### src/rtl/sd_blk_arbiter_if.sv
// Purpose : bundles the four-drive request side and the shared host side of the block arbiter.
// Latency : n/a (wires only).
// Backpress: level request/ack handshake; drives hold requests until acked, host holds ack for the block.
// Ports   : drv_* per-drive request/data/ack, host_* shared host request/data/ack, grant/busy/timeout_err status.
//           modport master = arbiter view, modport slave = drives/host environment view.
interface sd_blk_arbiter_if;
    logic [3:0]       drv_rd;
    logic [3:0]       drv_wr;
    logic [3:0][31:0] drv_lba;
    logic [3:0][7:0]  drv_buff_din;
    logic [3:0]       drv_ack;
    logic [3:0]       drv_buff_wr;
    logic [31:0]      host_lba;
    logic             host_rd;
    logic             host_wr;
    logic             host_ack;
    logic             host_buff_wr;
    logic [7:0]       host_buff_din;
    logic [1:0]       grant;
    logic             busy;
    logic             timeout_err;

    modport master (
        input  drv_rd, drv_wr, drv_lba, drv_buff_din, host_ack, host_buff_wr,
        output drv_ack, drv_buff_wr, host_lba, host_rd, host_wr, host_buff_din,
               grant, busy, timeout_err
    );

    modport slave (
        output drv_rd, drv_wr, drv_lba, drv_buff_din, host_ack, host_buff_wr,
        input  drv_ack, drv_buff_wr, host_lba, host_rd, host_wr, host_buff_din,
               grant, busy, timeout_err
    );
endinterface

### src/rtl/sd_blk_arbiter.sv
// Purpose : round-robin arbiter sharing one host block port among four drive controllers.
// Latency : host_rd/host_wr rise one edge after a request is seen in IDLE; acks/strobes routed combinationally.
// Backpress: host request held until host_ack, a watchdog abort, or withdrawal by the granted drive.
// Ports   : CLK, RESET_N (synchronous, active low); bus = sd_blk_arbiter_if.master carrying the
//           drive-side requests/LBAs/data/acks, the shared host request/ack/data and grant/busy/timeout_err.
module sd_blk_arbiter #(
    parameter logic [23:0] TIMEOUT_CYC = 24'd5000000
) (
    input  logic               CLK,
    input  logic               RESET_N,
    sd_blk_arbiter_if.master   bus
);

    typedef enum logic [1:0] {
        IDLE = 2'd0,
        REQ  = 2'd1,
        XFER = 2'd2
    } state_t;

    state_t      state_q, state_nxt;
    logic [1:0]  grant_q, grant_nxt;
    logic [1:0]  last_q, last_nxt;
    logic        op_wr_q, op_wr_nxt;
    logic [31:0] lba_q, lba_nxt;
    logic        host_rd_q, host_rd_nxt;
    logic        host_wr_q, host_wr_nxt;
    logic [23:0] wd_q, wd_nxt;
    logic        terr_q, terr_nxt;

    logic [1:0]  rr_idx;
    logic        rr_found;
    logic        req_live;
    logic        busy;

    // Round-robin pick: first requester after the last owner, wrapping mod 4.
    always_comb begin
        logic [1:0] cand;
        rr_idx   = last_q + 2'd1;
        rr_found = 1'b0;
        cand     = 2'd0;
        for (int k = 1; k <= 4; k++) begin
            cand = last_q + 2'(k);
            if (!rr_found && (bus.drv_rd[cand] || bus.drv_wr[cand])) begin
                rr_idx   = cand;
                rr_found = 1'b1;
            end
        end
    end

    // The owner still wants the operation it was granted for.
    assign req_live = op_wr_q ? bus.drv_wr[grant_q] : bus.drv_rd[grant_q];

    always_comb begin
        state_nxt   = state_q;
        grant_nxt   = grant_q;
        last_nxt    = last_q;
        op_wr_nxt   = op_wr_q;
        lba_nxt     = lba_q;
        host_rd_nxt = host_rd_q;
        host_wr_nxt = host_wr_q;
        wd_nxt      = wd_q;
        terr_nxt    = 1'b0;

        case (state_q)
            IDLE: begin
                if (rr_found) begin
                    grant_nxt   = rr_idx;
                    lba_nxt     = bus.drv_lba[rr_idx];
                    // Read wins a simultaneous read+write; the write is served later.
                    op_wr_nxt   = !bus.drv_rd[rr_idx];
                    host_rd_nxt = bus.drv_rd[rr_idx];
                    host_wr_nxt = !bus.drv_rd[rr_idx];
                    wd_nxt      = 24'd0;
                    state_nxt   = REQ;
                end
            end
            REQ: begin
                if (bus.host_ack) begin
                    host_rd_nxt = 1'b0;
                    host_wr_nxt = 1'b0;
                    state_nxt   = XFER;
                end else if (!req_live) begin
                    host_rd_nxt = 1'b0;
                    host_wr_nxt = 1'b0;
                    last_nxt    = grant_q;
                    state_nxt   = IDLE;
                end else if (wd_q == TIMEOUT_CYC - 24'd1) begin
                    host_rd_nxt = 1'b0;
                    host_wr_nxt = 1'b0;
                    terr_nxt    = 1'b1;
                    last_nxt    = grant_q;
                    state_nxt   = IDLE;
                end else begin
                    wd_nxt = wd_q + 24'd1;
                end
            end
            XFER: begin
                // Drive withdrawal is ignored here; only the host ends a transfer.
                if (!bus.host_ack) begin
                    last_nxt  = grant_q;
                    state_nxt = IDLE;
                end
            end
            default: begin
                host_rd_nxt = 1'b0;
                host_wr_nxt = 1'b0;
                state_nxt   = IDLE;
            end
        endcase
    end

    always_ff @(posedge CLK) begin
        if (!RESET_N) begin
            state_q   <= IDLE;
            grant_q   <= 2'd0;
            last_q    <= 2'd3;
            op_wr_q   <= 1'b0;
            lba_q     <= 32'd0;
            host_rd_q <= 1'b0;
            host_wr_q <= 1'b0;
            wd_q      <= 24'd0;
            terr_q    <= 1'b0;
        end else begin
            state_q   <= state_nxt;
            grant_q   <= grant_nxt;
            last_q    <= last_nxt;
            op_wr_q   <= op_wr_nxt;
            lba_q     <= lba_nxt;
            host_rd_q <= host_rd_nxt;
            host_wr_q <= host_wr_nxt;
            wd_q      <= wd_nxt;
            terr_q    <= terr_nxt;
        end
    end

    assign busy = (state_q != IDLE);

    always_comb begin
        bus.drv_ack     = 4'd0;
        bus.drv_buff_wr = 4'd0;
        for (int i = 0; i < 4; i++) begin
            bus.drv_ack[i]     = bus.host_ack && busy && (grant_q == 2'(i));
            // Host strobes outside the data phase are dropped.
            bus.drv_buff_wr[i] = bus.host_buff_wr && (state_q == XFER) && (grant_q == 2'(i));
        end
    end

    assign bus.host_buff_din = busy ? bus.drv_buff_din[grant_q] : 8'h00;
    assign bus.host_lba      = lba_q;
    assign bus.host_rd       = host_rd_q;
    assign bus.host_wr       = host_wr_q;
    assign bus.grant         = grant_q;
    assign bus.busy          = busy;
    assign bus.timeout_err   = terr_q;

endmodule

### src/flat_wrapper.sv
// flat-port wrapper written by rule: the top's interface ports become plain ports
module sd_blk_arbiter_flat 
#(
    parameter logic [23:0] TIMEOUT_CYC = 24'd5000000
)
  (CLK, RESET_N, bus_drv_rd, bus_drv_wr, bus_drv_lba, bus_drv_buff_din, bus_host_ack, bus_host_buff_wr, bus_drv_ack, bus_drv_buff_wr, bus_host_lba, bus_host_rd, bus_host_wr, bus_host_buff_din, bus_grant, bus_busy, bus_timeout_err);
  sd_blk_arbiter_if bus_i ();
  input  logic CLK;
  input  logic RESET_N;
  input wire logic [$bits(bus_i.drv_rd)-1:0] bus_drv_rd;
  input wire logic [$bits(bus_i.drv_wr)-1:0] bus_drv_wr;
  input wire logic [$bits(bus_i.drv_lba)-1:0] bus_drv_lba;
  input wire logic [$bits(bus_i.drv_buff_din)-1:0] bus_drv_buff_din;
  input wire logic [$bits(bus_i.host_ack)-1:0] bus_host_ack;
  input wire logic [$bits(bus_i.host_buff_wr)-1:0] bus_host_buff_wr;
  output wire logic [$bits(bus_i.drv_ack)-1:0] bus_drv_ack;
  output wire logic [$bits(bus_i.drv_buff_wr)-1:0] bus_drv_buff_wr;
  output wire logic [$bits(bus_i.host_lba)-1:0] bus_host_lba;
  output wire logic [$bits(bus_i.host_rd)-1:0] bus_host_rd;
  output wire logic [$bits(bus_i.host_wr)-1:0] bus_host_wr;
  output wire logic [$bits(bus_i.host_buff_din)-1:0] bus_host_buff_din;
  output wire logic [$bits(bus_i.grant)-1:0] bus_grant;
  output wire logic [$bits(bus_i.busy)-1:0] bus_busy;
  output wire logic [$bits(bus_i.timeout_err)-1:0] bus_timeout_err;
  assign bus_i.drv_rd = bus_drv_rd;
  assign bus_i.drv_wr = bus_drv_wr;
  assign bus_i.drv_lba = bus_drv_lba;
  assign bus_i.drv_buff_din = bus_drv_buff_din;
  assign bus_i.host_ack = bus_host_ack;
  assign bus_i.host_buff_wr = bus_host_buff_wr;
  assign bus_drv_ack = bus_i.drv_ack;
  assign bus_drv_buff_wr = bus_i.drv_buff_wr;
  assign bus_host_lba = bus_i.host_lba;
  assign bus_host_rd = bus_i.host_rd;
  assign bus_host_wr = bus_i.host_wr;
  assign bus_host_buff_din = bus_i.host_buff_din;
  assign bus_grant = bus_i.grant;
  assign bus_busy = bus_i.busy;
  assign bus_timeout_err = bus_i.timeout_err;
  sd_blk_arbiter #(.TIMEOUT_CYC(TIMEOUT_CYC)) u_core (.CLK(CLK), .RESET_N(RESET_N), .bus(bus_i));
endmodule
### config.mk
export PLATFORM = sky130hd
export DESIGN_NAME = sd_blk_arbiter_flat
export DESIGN_NICKNAME = d
export VERILOG_FILES = /design/src/rtl/sd_blk_arbiter_if.sv /design/src/rtl/sd_blk_arbiter.sv /design/src/flat_wrapper.sv
export SDC_FILE = /design/constraint.sdc
export NUM_CORES = 1
export LEC_CHECK = 0
export CORE_MARGIN = 1.5
export CORE_UTILIZATION = 42
export DETAILED_ROUTE_END_ITERATION = 7
export GPL_TIMING_DRIVEN = 0
export PLACE_DENSITY = 0.87
export SLEW_MARGIN = 25
export SYNTH_ARGS = -nofsm -noshare
export SYNTH_HDL_FRONTEND = slang
export SYNTH_SLANG_ARGS = --single-unit
export TNS_END_PERCENT = 5
### constraint.sdc
create_clock -name CLK -period 4.2 [get_ports CLK]
set_clock_uncertainty 0.15 [all_clocks]
set_input_delay 0.84 -clock CLK [delete_from_list [all_inputs] [get_ports CLK]]
set_output_delay 0.84 -clock CLK [all_outputs]
set_load 0.03 [all_outputs]
* Yosys cells after proc, flatten, opt, wreduce, memory -nomap -nowiden *
Index checks and enable logic that the tools add are counted.

storage, ports and cells
  register bits after elaboration = 66
  input bits = 172
  output and inout bits = 54
  logic and storage cells = 127

operators by class
  add/subtract/negate cells = 4
  magnitude comparators = 6
  equality and inequality tests = 13
  mux-type cells = 59
  bitwise operators = 4
  reduce and logical (&&, ||, !) cells = 32

operator list
  operator                                                               number
  24-bit 2-to-1 mux                                                      4
  32-bit binary-select mux with 2-bit select                             1
  24-bit one-hot mux with 2 select lines                                 1
  32-bit 2-to-1 mux                                                      1
  24-bit by 1-bit adder with 24-bit output (second input constant)       1
  24-bit by 23-bit == test with 1-bit output (second input constant)     1
  2-bit 2-to-1 mux                                                       12
  1-bit binary-select mux with 2-bit select                              11
  1-bit 2-to-1 mux                                                       22
  2-bit by 3-bit < comparator with 1-bit output (second input constant)  6
  8-bit binary-select mux with 2-bit select                              1
  8-bit 2-to-1 mux                                                       2
  1-bit logical AND                                                      13
  2-bit == test (second input constant)                                  3
  2-bit inequality test (second input constant)                          3
  1-bit one-hot mux with 3 select lines                                  2
  2-bit one-hot mux with 3 select lines                                  1
  3-bit AND reduction                                                    2
  2-bit nonzero test                                                     3
  5-bit AND reduction                                                    1
  2-bit adder (second input constant)                                    2
  2-bit by 1-bit == test with 1-bit output (second input constant)       2
  1-bit logical NOT                                                      4
  2-bit logical NOT                                                      2
  other kinds (10)                                                       17

* Longest topological paths before layout *
  depth after elaboration = 19
  mapped depth = 9
  gate-level depth less buffers = 7

* Worst setup path before layout *
Ideal clock, no wire load.

  path type = reg-to-output
  from = reg u_core.state_q[1]
  to = out bus_drv_ack[0]
  arrival = 1960 ps
  required time = 3210 ps
  path slack = 1250 ps
  stages on the path, launching flop included = 7
  buffers on the path = 1
  path through = dfxtp_1 inv_1 ha_1 inv_1 clkbuf_1 nand2_1 nor3_1

between the ends
  word-level cells in the longest chain between the ends = 3

ends and longest elaborated chain
  item                            RTL line               source
  start: declaration              sd_blk_arbiter.sv:20   state_t state_q, state_nxt;
  start signal: assignment        sd_blk_arbiter.sv:124  state_q <= state_nxt;
  2-bit nonzero test              sd_blk_arbiter.sv:136  assign busy = (state_q != IDLE);
  net bus_busy                    flat_wrapper.sv:23     output wire logic [$bits(bus_i.busy)-1:0] bus_busy;
  1-bit logical AND (2 in a row)  sd_blk_arbiter.sv:142  bus.drv_ack[i] = bus.host_ack && busy && (grant_q == 2'(i));
  end: declaration                flat_wrapper.sv:16     output wire logic [$bits(bus_i.drv_ack)-1:0] bus_drv_ack;

The timed path passes the listed nets, and every way through them passes these cells.

* Final worst setup path *
  from = reg u_core.grant_q[0], in the netlist u_core.bus.grant[0]
  to = out bus_host_buff_din[4]

between the ends
  word-level cells in the longest chain between the ends = 3

ends and longest elaborated chain
  item                                       RTL line               source
  start: declaration                         sd_blk_arbiter.sv:21   logic [1:0] grant_q, grant_nxt;
  start signal: assignment                   sd_blk_arbiter.sv:125  grant_q <= grant_nxt;
  8-bit binary-select mux with 2-bit select  sd_blk_arbiter.sv:148  assign bus.host_buff_din = busy ? bus.drv_buff_din[grant_q] : 8'h00;
  8-bit 2-to-1 mux (implied by the code)     sd_blk_arbiter.sv:148
  8-bit 2-to-1 mux                           sd_blk_arbiter.sv:148
  end: declaration                           flat_wrapper.sv:21     output wire logic [$bits(bus_i.host_buff_din)-1:0] bus_host_buff_din;

No other way between the ends. The select of a mux whose other input is x is not followed.

==> impl_results.md <==
* Outcome: finished, final reports clean
* Fin. Hold Viols at 0
* Top cell type's share of synthesized area at 0.3358
* # diodes at 0
* H-tree depth at 3
* Post-cts resize count at 0
* Placement Setup Slack at between 0.2 and 0.3 ns
* Gpl congestion at 0.9103
* R2R cell count at 6
* Max Cap Viol at 0
* Maximum vdd ir drop at around 0.22 mV
* Final net count at ~840
* Area Growth Syn to Fin at 66.30%
* Avg WL per Cell at roughly 17 µm
* DR pass1 iterations at 5
* I/O Pins at about 230
* Post-CTS Repair Setup Buffers at 0
* Net count after synthesis at roughly 610
* Largest fanout on the critical path at 10
* Vias per inst at approximately 5.6
* Initial drt markers at roughly 210
* Final Max Tran Viols at 0
* Achievable frequency at 0.2717 GHz
* Rows at 35
* Worst Path Class, Setup: reg -> out
* Synth area leader: dfxtp_1
* Initial Utilization at 0.4299
* Setup Viol. Count Final at 0
* TritonCTS Sinks at between 60 and 70
* Reg2reg end: u_core.wd_q[16]$_SDFFE_PN0P_
* DIE AREA at between 9000 and 10,000 µm²
* Share of layout cells above drive strength 1 at 0.05052
* Clock transition at path regs at about 0.080 ns
* Critical path depth at 5
* Count of cell types in the netlist at 48
* Post-route ant nets at 0
* Dpl hpwl at roughly 11 mm
* Antenna violations before repair at 0
* Largest stage delay, worst path at 0.59 ns
* Vias in the first global route at 4,361
* WP data required at between 3 and 4 ns
* Synthesized netlist cell count at about 430
* Max_slew headroom at 0.4855
* Overall routing resource usage at 0.2728
* Inserted Clock Buffers at 9
* Worst Slack Setup Final at 0.5193 ns
* DRC viols at 0
* Hold buffers post-CTS at 0
* First-pass GRT wire length at 21.41 mm
* Final Cycle Share at 0.8764
* Slowest CP cell: mux4_2
* Worst setup path endpoint: bus_host_buff_din[4]
* CTS Buffer Depth at 2
* Sequential cell area at 1321 µm²
* Core Util, Final at 0.7150
* Chip Width at 99.80 µm
* Worst Path Buf+Inv at 3
* Total number of vias at ~4,400
* Avg Cell Area, Syn at about 9.1 µm²
* CTS tree: built
* Reg-to-reg setup timing slack at approximately 1.2 ns
* CP startpoint kind: flip-flop
* Seq/Total Area, Yosys at 0.3358
* Critical path endpoint category: output port
* Crit-path cells: buf_6, buf_1, mux4_2, and2_1, clkdlybuf4s50_1
* Die H at 99.80 µm
* Yosys warns at 0
* Synth Cell Area at roughly 3900 µm²
* Worst-skew pair later-pin latency at between 0.3 and 0.4 ns
* RR Startpoint: u_core.bus.grant[1]$_SDFFE_PN0P_
* Class of the worst hold path: reg -> reg
* Maximum number of pins on one net before global-route repair at 13
* IO Port Bufs at 225
* Post-synth EDFFs at 0
* Core area at 9153 µm²
* Synth area leaders: dfxtp_1 (34%), mux2i_1 (17%), o221ai_1 (7.6%), mux4_2 (5.2%), nand2_1 (5.0%)
* Min cycle time layout at about 3.7 ns
* Total gr overflow at 0
* RSZ-0062 raised after global routing: false
* Ys flop type: dfxtp_1
* Clock tree root buffer cell: clkbuf_8
* Total negative setup slack at 0 ns
* Pwr Density at about 420 nW/µm²
* Synth Register Bits at 66
* Leak at between 2 and 3 nW
* FILL cells at approximately 670
* Arrival time worst endpoint at roughly 2.7 ns
* Area of the multi-input gates at roughly 2500 µm²
* Worst Setup SP: u_core.bus.grant[0]$_SDFFE_PN0P_
* Routed wire length at about 14 mm
* Ys async rst share at 0
* CP top delay family: buffers and inverters
* Most common cell in the synthesized netlist: mux2i_1
* Commonest cells in the netlist: mux2i_1 (68), dfxtp_1 (66), nand2_1 (52)
* Worst-margin pin slew at approximately 0.77 ns
registers in the layout, indices dropped and copies added (netlist names):
signal                  cells
u_core.state_q              2
u_core.bus.host_lba        32
u_core.bus.grant            2
u_core.wd_q                24
u_core.bus.host_wr          1
u_core.op_wr_q              1
u_core.last_q               2
u_core.bus.timeout_err      1
u_core.bus.host_rd          1
layer usage:
layer  track usage  part of all wire
met1        0.3010              0.38
met2        0.5128              0.52
met3       0.05153             0.072
met4        0.1073             0.024
met5             0                 0
per-stage QoR:
step / hold slack, ns / power, W / cells / instance area [µm²]
floorplan: 0.3083 / 0.001596 / 432 / 3935
global placement: 0.2937 / 0.002126 / 768 / 6326
detailed placement: 0.3004 / 0.002155 / 768 / 6326
CTS: 0.3220 / 0.002744 / 784 / 6544
global route: 0.3369 / 0.002860 / 784 / 6544
finish: 0.3196 / 0.002744 / 784 / 6544
worst min-delay path by stage:
stage	from	cells after the start	end	slack [ns]
after floorplan	u_core.wd_q[1]$_SDFFE_PN0P_	2	u_core.wd_q[1]$_SDFFE_PN0P_	0.31
after global placement	u_core.bus.host_lba[30]$_SDFFE_PN0P_	2	u_core.bus.host_lba[30]$_SDFFE_PN0P_	0.29
after detailed placement	u_core.bus.host_lba[4]$_SDFFE_PN0P_	2	u_core.bus.host_lba[4]$_SDFFE_PN0P_	0.30
after CTS	u_core.bus.host_lba[13]$_SDFFE_PN0P_	2	u_core.bus.host_lba[13]$_SDFFE_PN0P_	0.32
after global routing	u_core.bus.host_lba[26]$_SDFFE_PN0P_	2	u_core.bus.host_lba[26]$_SDFFE_PN0P_	0.34
final	u_core.bus.host_lba[26]$_SDFFE_PN0P_	2	u_core.bus.host_lba[26]$_SDFFE_PN0P_	0.32
cell type report:
class                      count  area share
buffer                        28     0.01874
clock buffer                   9     0.01893
clock inverter                 7     0.01434
inverter                       8    0.004589
multi-input combinational    330      0.3761
sequential                    66      0.2019
tap                          111     0.02122
timing repair buffer         225      0.3442
worst reg2reg max path, delay by kind of cell (launching register included):
family / cells / cell delay [ns]
AO/OA/AOI/OAI: 2 / 0.92
flip-flops: 1 / 0.33
multiplexers: 1 / 0.64
buffers and inverters: 1 / 0.34
AND/OR/NAND/NOR: 2 / 0.62
cells in the final DEF (no fill, tap or decap), drive strengths merged, types with 2 or more instances in the layout:
master	netlist	layout
a21oi	14	14
a22o	2	2
a311o	2	2
and2	10	10
and3	3	3
and4	4	4
buf	9	9
bufinv	0	2
clkbuf	19	28
clkdlybuf4s50	0	225
clkinv	0	3
clkinvlp	0	2
dfxtp	66	66
ha	4	4
inv	8	8
mux2i	68	68
mux4	9	9
nand2	52	52
nand2b	5	5
nand3	8	8
nand4	2	2
nor2	31	31
nor3	5	5
nor4	3	3
nor4b	2	2
o2111ai	4	4
o211ai	10	10
o21ai	13	13
o221ai	34	34
o31ai	2	2
or2	2	2
or3	9	9
or4	7	7
xor2	11	11
power by group:
group,internal (W),switching [W]
Combinational,0.000625,0.000716
Sequential,0.000736,0.0000704
Clock,0.000333,0.000264
Total,0.00169,0.00105
logic make-up (layout without fill, tap and decap cells):
kind of cell / Yosys count / count (layout) / synth area share
AND/OR/NAND/NOR: 144 / 144 / 0.1787
AO/OA/AOI/OAI: 93 / 93 / 0.1828
multiplexers: 77 / 77 / 0.2245
flip-flops: 66 / 66 / 0.3358
buffers and inverters: 36 / 277 / 0.03879
XOR/XNOR: 12 / 12 / 0.02671
adder cells (fa/ha/maj): 4 / 4 / 0.01272
Power figures use the tool's default switching activity.
